--- config.mk ---
export PLATFORM = sky130hd
export DESIGN_NAME = traffic_phase_scheduler
export DESIGN_NICKNAME = d
export VERILOG_FILES = /design/src/rtl/traffic_phase_scheduler.sv
export SDC_FILE = /design/constraint.sdc
export NUM_CORES = 1
export LEC_CHECK = 0
export BUFFER_PORTS_ARGS = -buffer_cell sky130_fd_sc_hd__clkbuf_2
export CORE_MARGIN = 8
export CORE_UTILIZATION = 25
export DETAILED_ROUTE_END_ITERATION = 16
export PLACE_DENSITY = 0.43
export REMOVE_ABC_BUFFERS = 1
export SLEW_MARGIN = 20
export SYNTH_ARGS = -nofsm -noshare
export SYNTH_HDL_FRONTEND = slang
export SYNTH_SLANG_ARGS = --single-unit
--- constraint.sdc ---
create_clock -name i_clk -period 5.1 [get_ports i_clk]
set_input_delay 1.02 -clock i_clk [delete_from_list [all_inputs] [get_ports i_clk]]
set_output_delay 1.02 -clock i_clk [all_outputs]
set_load 0.01 [all_outputs]
--- src/rtl/traffic_phase_scheduler.sv ---
// traffic_phase_scheduler: tick-timed green/yellow/all-red/walk sequencer for a two-road crossing.
module traffic_phase_scheduler #(
  parameter int GREEN_MIN = 8,
  parameter int GREEN_MAX = 32,
  parameter int YELLOW_T  = 3,
  parameter int ALLRED_T  = 1,
  parameter int WALK_T    = 6,
  parameter int CNT_W     = 6
) (
  input  logic       i_clk,
  input  logic       i_rst,
  input  logic       i_tick,
  input  logic       i_car_a,
  input  logic       i_car_b,
  input  logic       i_ped_req,
  output logic [1:0] o_LA,
  output logic [1:0] o_LB,
  output logic       o_walk,
  output logic       o_ped_ack,
  output logic [2:0] o_phase
);
  typedef enum logic [2:0] {
    A_GRN = 3'd0,
    A_YEL = 3'd1,
    AR_AB = 3'd2,
    B_GRN = 3'd3,
    B_YEL = 3'd4,
    AR_BA = 3'd5,
    WALK  = 3'd6
  } state_t;
  localparam logic [CNT_W:0]   G_MIN  = (CNT_W+1)'(GREEN_MIN);
  localparam logic [CNT_W:0]   G_MAX  = (CNT_W+1)'(GREEN_MAX);
  localparam logic [CNT_W-1:0] C_MAX  = CNT_W'(GREEN_MAX);
  localparam logic [CNT_W-1:0] Y_END  = CNT_W'(YELLOW_T - 1);
  localparam logic [CNT_W-1:0] R_END  = CNT_W'(ALLRED_T - 1);
  localparam logic [CNT_W-1:0] W_END  = CNT_W'(WALK_T - 1);
  state_t          state, nxt;
  logic [CNT_W-1:0] cnt;
  logic [CNT_W:0]   cnt1;
  logic            ped_pend, next_b;
  logic            done_y, done_r, done_w, go_a, go_b, enter_walk;
  always_comb begin
    cnt1   = {1'b0, cnt} + (CNT_W+1)'(1);
    done_y = i_tick && cnt == Y_END;
    done_r = i_tick && cnt == R_END;
    done_w = i_tick && cnt == W_END;
    // a green yields only after its minimum, to real cross demand, and once extension stops or hits the cap
    go_a   = i_tick && cnt1 >= G_MIN && (i_car_b || ped_pend) && (!i_car_a || cnt1 >= G_MAX);
    go_b   = i_tick && cnt1 >= G_MIN && (i_car_a || ped_pend) && (!i_car_b || cnt1 >= G_MAX);
    case (state)
      A_GRN:   nxt = go_a ? A_YEL : A_GRN;
      A_YEL:   nxt = done_y ? AR_AB : A_YEL;
      AR_AB:   nxt = !done_r ? AR_AB : ped_pend ? WALK : B_GRN;
      B_GRN:   nxt = go_b ? B_YEL : B_GRN;
      B_YEL:   nxt = done_y ? AR_BA : B_YEL;
      AR_BA:   nxt = !done_r ? AR_BA : ped_pend ? WALK : A_GRN;
      WALK:    nxt = !done_w ? WALK : next_b ? B_GRN : A_GRN;
      default: nxt = A_GRN;
    endcase
    enter_walk = nxt == WALK && state != WALK;
  end
  always_ff @(posedge i_clk or posedge i_rst)
    if (i_rst) begin
      state     <= A_GRN;
      cnt       <= '0;
      ped_pend  <= 1'b0;
      next_b    <= 1'b1;
      o_ped_ack <= 1'b0;
    end else begin
      state     <= nxt;
      cnt       <= nxt != state ? '0 : (i_tick && cnt != C_MAX) ? cnt1[CNT_W-1:0] : cnt;
      ped_pend  <= enter_walk ? 1'b0 : ped_pend | i_ped_req;
      next_b    <= enter_walk ? state == AR_AB : next_b;
      o_ped_ack <= enter_walk;
    end
  always_comb begin
    o_LA    = state == A_GRN ? 2'd0 : state == A_YEL ? 2'd1 : 2'd2;
    o_LB    = state == B_GRN ? 2'd0 : state == B_YEL ? 2'd1 : 2'd2;
    o_walk  = state == WALK;
    o_phase = state;
  end
endmodule

==> flow_summary.json <==
{
  "cts_root_buf": "clkbuf_8",
  "required_ps": 5270,
  "ctsResizeCount": 0,
  "wl_met1_mm": 1.14,
  "grt-ovfl-total": 0,
  "grt_pass1_vias": 958,
  "drc": 0,
  "highest_layer": "met4",
  "synth-seq-cells": 12,
  "dp_slack_ps": 2120,
  "synth_top_area_share_pct": 27.0,
  "stdcell_count": 187,
  "reg2reg_depth": 7,
  "die_area_um2": 6380,
  "outcome": "finished, final reports clean",
  "hpwl_mm": 2.14,
  "met2_length_mm": 1.34,
  "netlist_area_um2": 1020,
  "via_count": 999,
  "crit_path_end_kind": "flip-flop",
  "fin_crit_sh_pct": 52.9,
  "drive_above_1_share_pct": 20.4,
  "hold_viol_final": 0,
  "fp.dieH_um": 79.9,
  "avgSynthCellArea_um2": 8.23,
  "maxSlewViolCount": 0,
  "synth_cell_types": 47,
  "tightest_slew_ps": 518,
  "clock_skew_ps": 4.03,
  "io_pins": 15,
  "worstSetupPathType": "primary input to flip-flop",
  "coreArea_um2": 3970,
  "period_minus_slack_ps": 2700,
  "maxSlewHeadroom_pct": 65.5,
  "grt_usage_pct": 9.00,
  "clock-sinks": 12,
  "r2r_setup_slack_ps": 2650,
  "postCtsSetupBuffers": 0,
  "rr_endpoint": "next_b",
  "detail_route.vias_per_cell": 5.34,
  "final_core_util_pct": 29.7,
  "dr.pass1.iters": 7,
  "ctsHoldBuffers": 0,
  "synth.largest_area_cell": "dfrtp_1",
  "syn_inst": 124,
  "crit_fanout": 8,
  "start_util_pct": 25.7,
  "wl_met3_um": 183,
  "cts_tree": "yes",
  "whs_endpoint": "next_b",
  "synth_ff_type": "dfrtp_1",
  "crit_path_start": "i_tick",
  "whs_path_depth": 1,
  "drv_cap": 0,
  "critPathMaxStageDelay_ps": 530,
  "die_w_um": 79.9,
  "synth_edf_count": 0,
  "clk_pin_slew_ps": 50,
  "synth-async-reset-ratio_pct": 100,
  "yosysWarnings": 0,
  "leakagePower_nw": 0.515,
  "setup_viol_count_final": 0,
  "reg2reg_from": "cnt[0]",
  "antenna_found_initial": 0,
  "powerDensity_nw_per_um2": 473,
  "cp_slowest_cell": "a221oi_1",
  "critPathLaunchType": "primary input",
  "hold_path.startpoint": "next_b",
  "antenna_cells": 0,
  "timing.setup.tns_ps": 0,
  "ir_drop_mv": 0.157,
  "grt_pass1_wl_mm": 4.66,
  "first_iter_violations": 127,
  "crit_chain": "clkbuf_2 -> nor3b_4 -> a31o_1 -> o22ai_1 -> a221oi_1 -> o2111ai_1 -> a21bo_1",
  "placedCellCount": 183,
  "cts_buffers": 3,
  "antenna_left": 0,
  "power_uw": 559,
  "grt_max_degree": 16,
  "post_drt_wl_per_cell_um": 14.5,
  "setup_slack_ps": 2400,
  "hold_class": "flip-flop to flip-flop",
  "htree_levels": 1,
  "wirelength_mm": 2.70,
  "yosysSeqAreaShare_pct": 29.5,
  "arrival_ps": 2870,
  "numPortBuffers": 14,
  "area_delta_synth_final_pct": 15.7,
  "clock.fmax_mhz": 371,
  "synthTopCellsByArea": "dfrtp_1 (27%), ha_1 (4.9%), nand2_1 (4.8%), nor2_1 (4.8%), nand3_1 (2.9%)",
  "gp_congestion": 0.783,
  "rsz0062_at_grt": "no",
  "cts_buffer_depth": 2,
  "layout.nets": 148,
  "row_count": 23,
  "clk_latency_ps": 240
}
==> per-stage QoR <==
| step | hold slack [ps] | instance area [um^2] |
|---|---|---|
| finish | 536 | 1180 |
| global route | 548 | 1180 |
| CTS | 540 | 1180 |
| detailed placement | 529 | 1130 |
| global placement | 530 | 1130 |
| floorplan | 511 | 993 |
==> logic make-up after synthesis <==
family / count (synthesis) / synth area share [%]
AO/OA/AOI/OAI: 25 / 18.0
AND/OR/NAND/NOR: 65 / 37.0
XOR/XNOR: 5 / 4.29
multiplexers: 1 / 0.980
flip-flops: 12 / 29.5
adder cells (fa/ha/maj): 4 / 4.90
buffers and inverters: 12 / 5.27
==> cell usage after synthesis (2+ instances only) <==
library cell  instances
o21ai_0               2
ha_1                  4
nand2b_1              2
xor2_1                2
nand2_1              13
nor2_1               13
nor4b_2               2
nor3_1                5
a21oi_1               3
nor2b_1               3
dfrtp_1              11
inv_1                 7
o21a_1                3
o22ai_1               2
and2_1                4
nand3_1               6
a31oi_1               3
xnor2_1               3
buf_2                 4
nand4_1               4
and3b_1               2
==> layout by cell type, fill, tap and decap left out, drive strengths merged, types with 2 or more instances in the layout <==
| master | n |
|---|---|
| clkbuf | 18 |
| nor2 | 14 |
| nand2 | 13 |
| dfrtp | 11 |
| inv | 7 |
| nand3 | 6 |
| nor3 | 5 |
| and2 | 4 |
| nand4 | 4 |
| ha | 4 |
| a31oi | 3 |
| nor2b | 3 |
| a21oi | 3 |
| o21a | 3 |
| xnor2 | 3 |
| nor4b | 3 |
| o21ai | 3 |
| and3 | 3 |
| nand2b | 2 |
| o22ai | 2 |
| and3b | 2 |
| xor2 | 2 |
| a31o | 2 |
==> final cells by class <==
| cell class | instances | area (um^2) |
|---|---|---|
| multi-input cells | 100 | 666 |
| inverters | 7 | 26.3 |
| repair buffers | 14 | 70.1 |
| clock buffers | 4 | 55.1 |
| well taps | 50 | 62.6 |
| flip-flops and latches | 12 | 302 |
| fillers | 451 | 2790 |
==> worst max-delay path: cells and delay by family <==
family	cells	cell delay, ps
buffers and inverters	1	160
and+or+nand+nor	1	330
AOI/OAI and AO/OA	5	1350
==> registers in the layout (all words and copies together) (netlist names) <==
signal     cells
next_b         1
ped_pend       1
cnt            6
o_phase        3
o_ped_ack      1
==> worst max-delay path by stage <==
| stage | end | slack, ps | depth (start not counted) |
|---|---|---|---|
| floorplan | cnt[2] | 2600 | 6 |
| global placement | next_b | 2160 | 7 |
| detailed placement | next_b | 2120 | 7 |
| CTS | next_b | 2370 | 7 |
| global route | cnt[1] | 2150 | 7 |
| finish | next_b | 2400 | 7 |
==> layer usage <==
layer  up-vias  GRT usage (%)
met5         -              0
met4         0           1.64
met3         4           3.38
met2        42           15.5
met1       476           10.3
li1        477              -
==> where the power goes <==
part / switching, mW / internal (mW) / total (mW)
Sequential: 0.0597 / 0.127 / 0.186
Clock: 0.0351 / 0.0682 / 0.103
Combinational: 0.149 / 0.120 / 0.269
(Power assumes the default switching activity.)
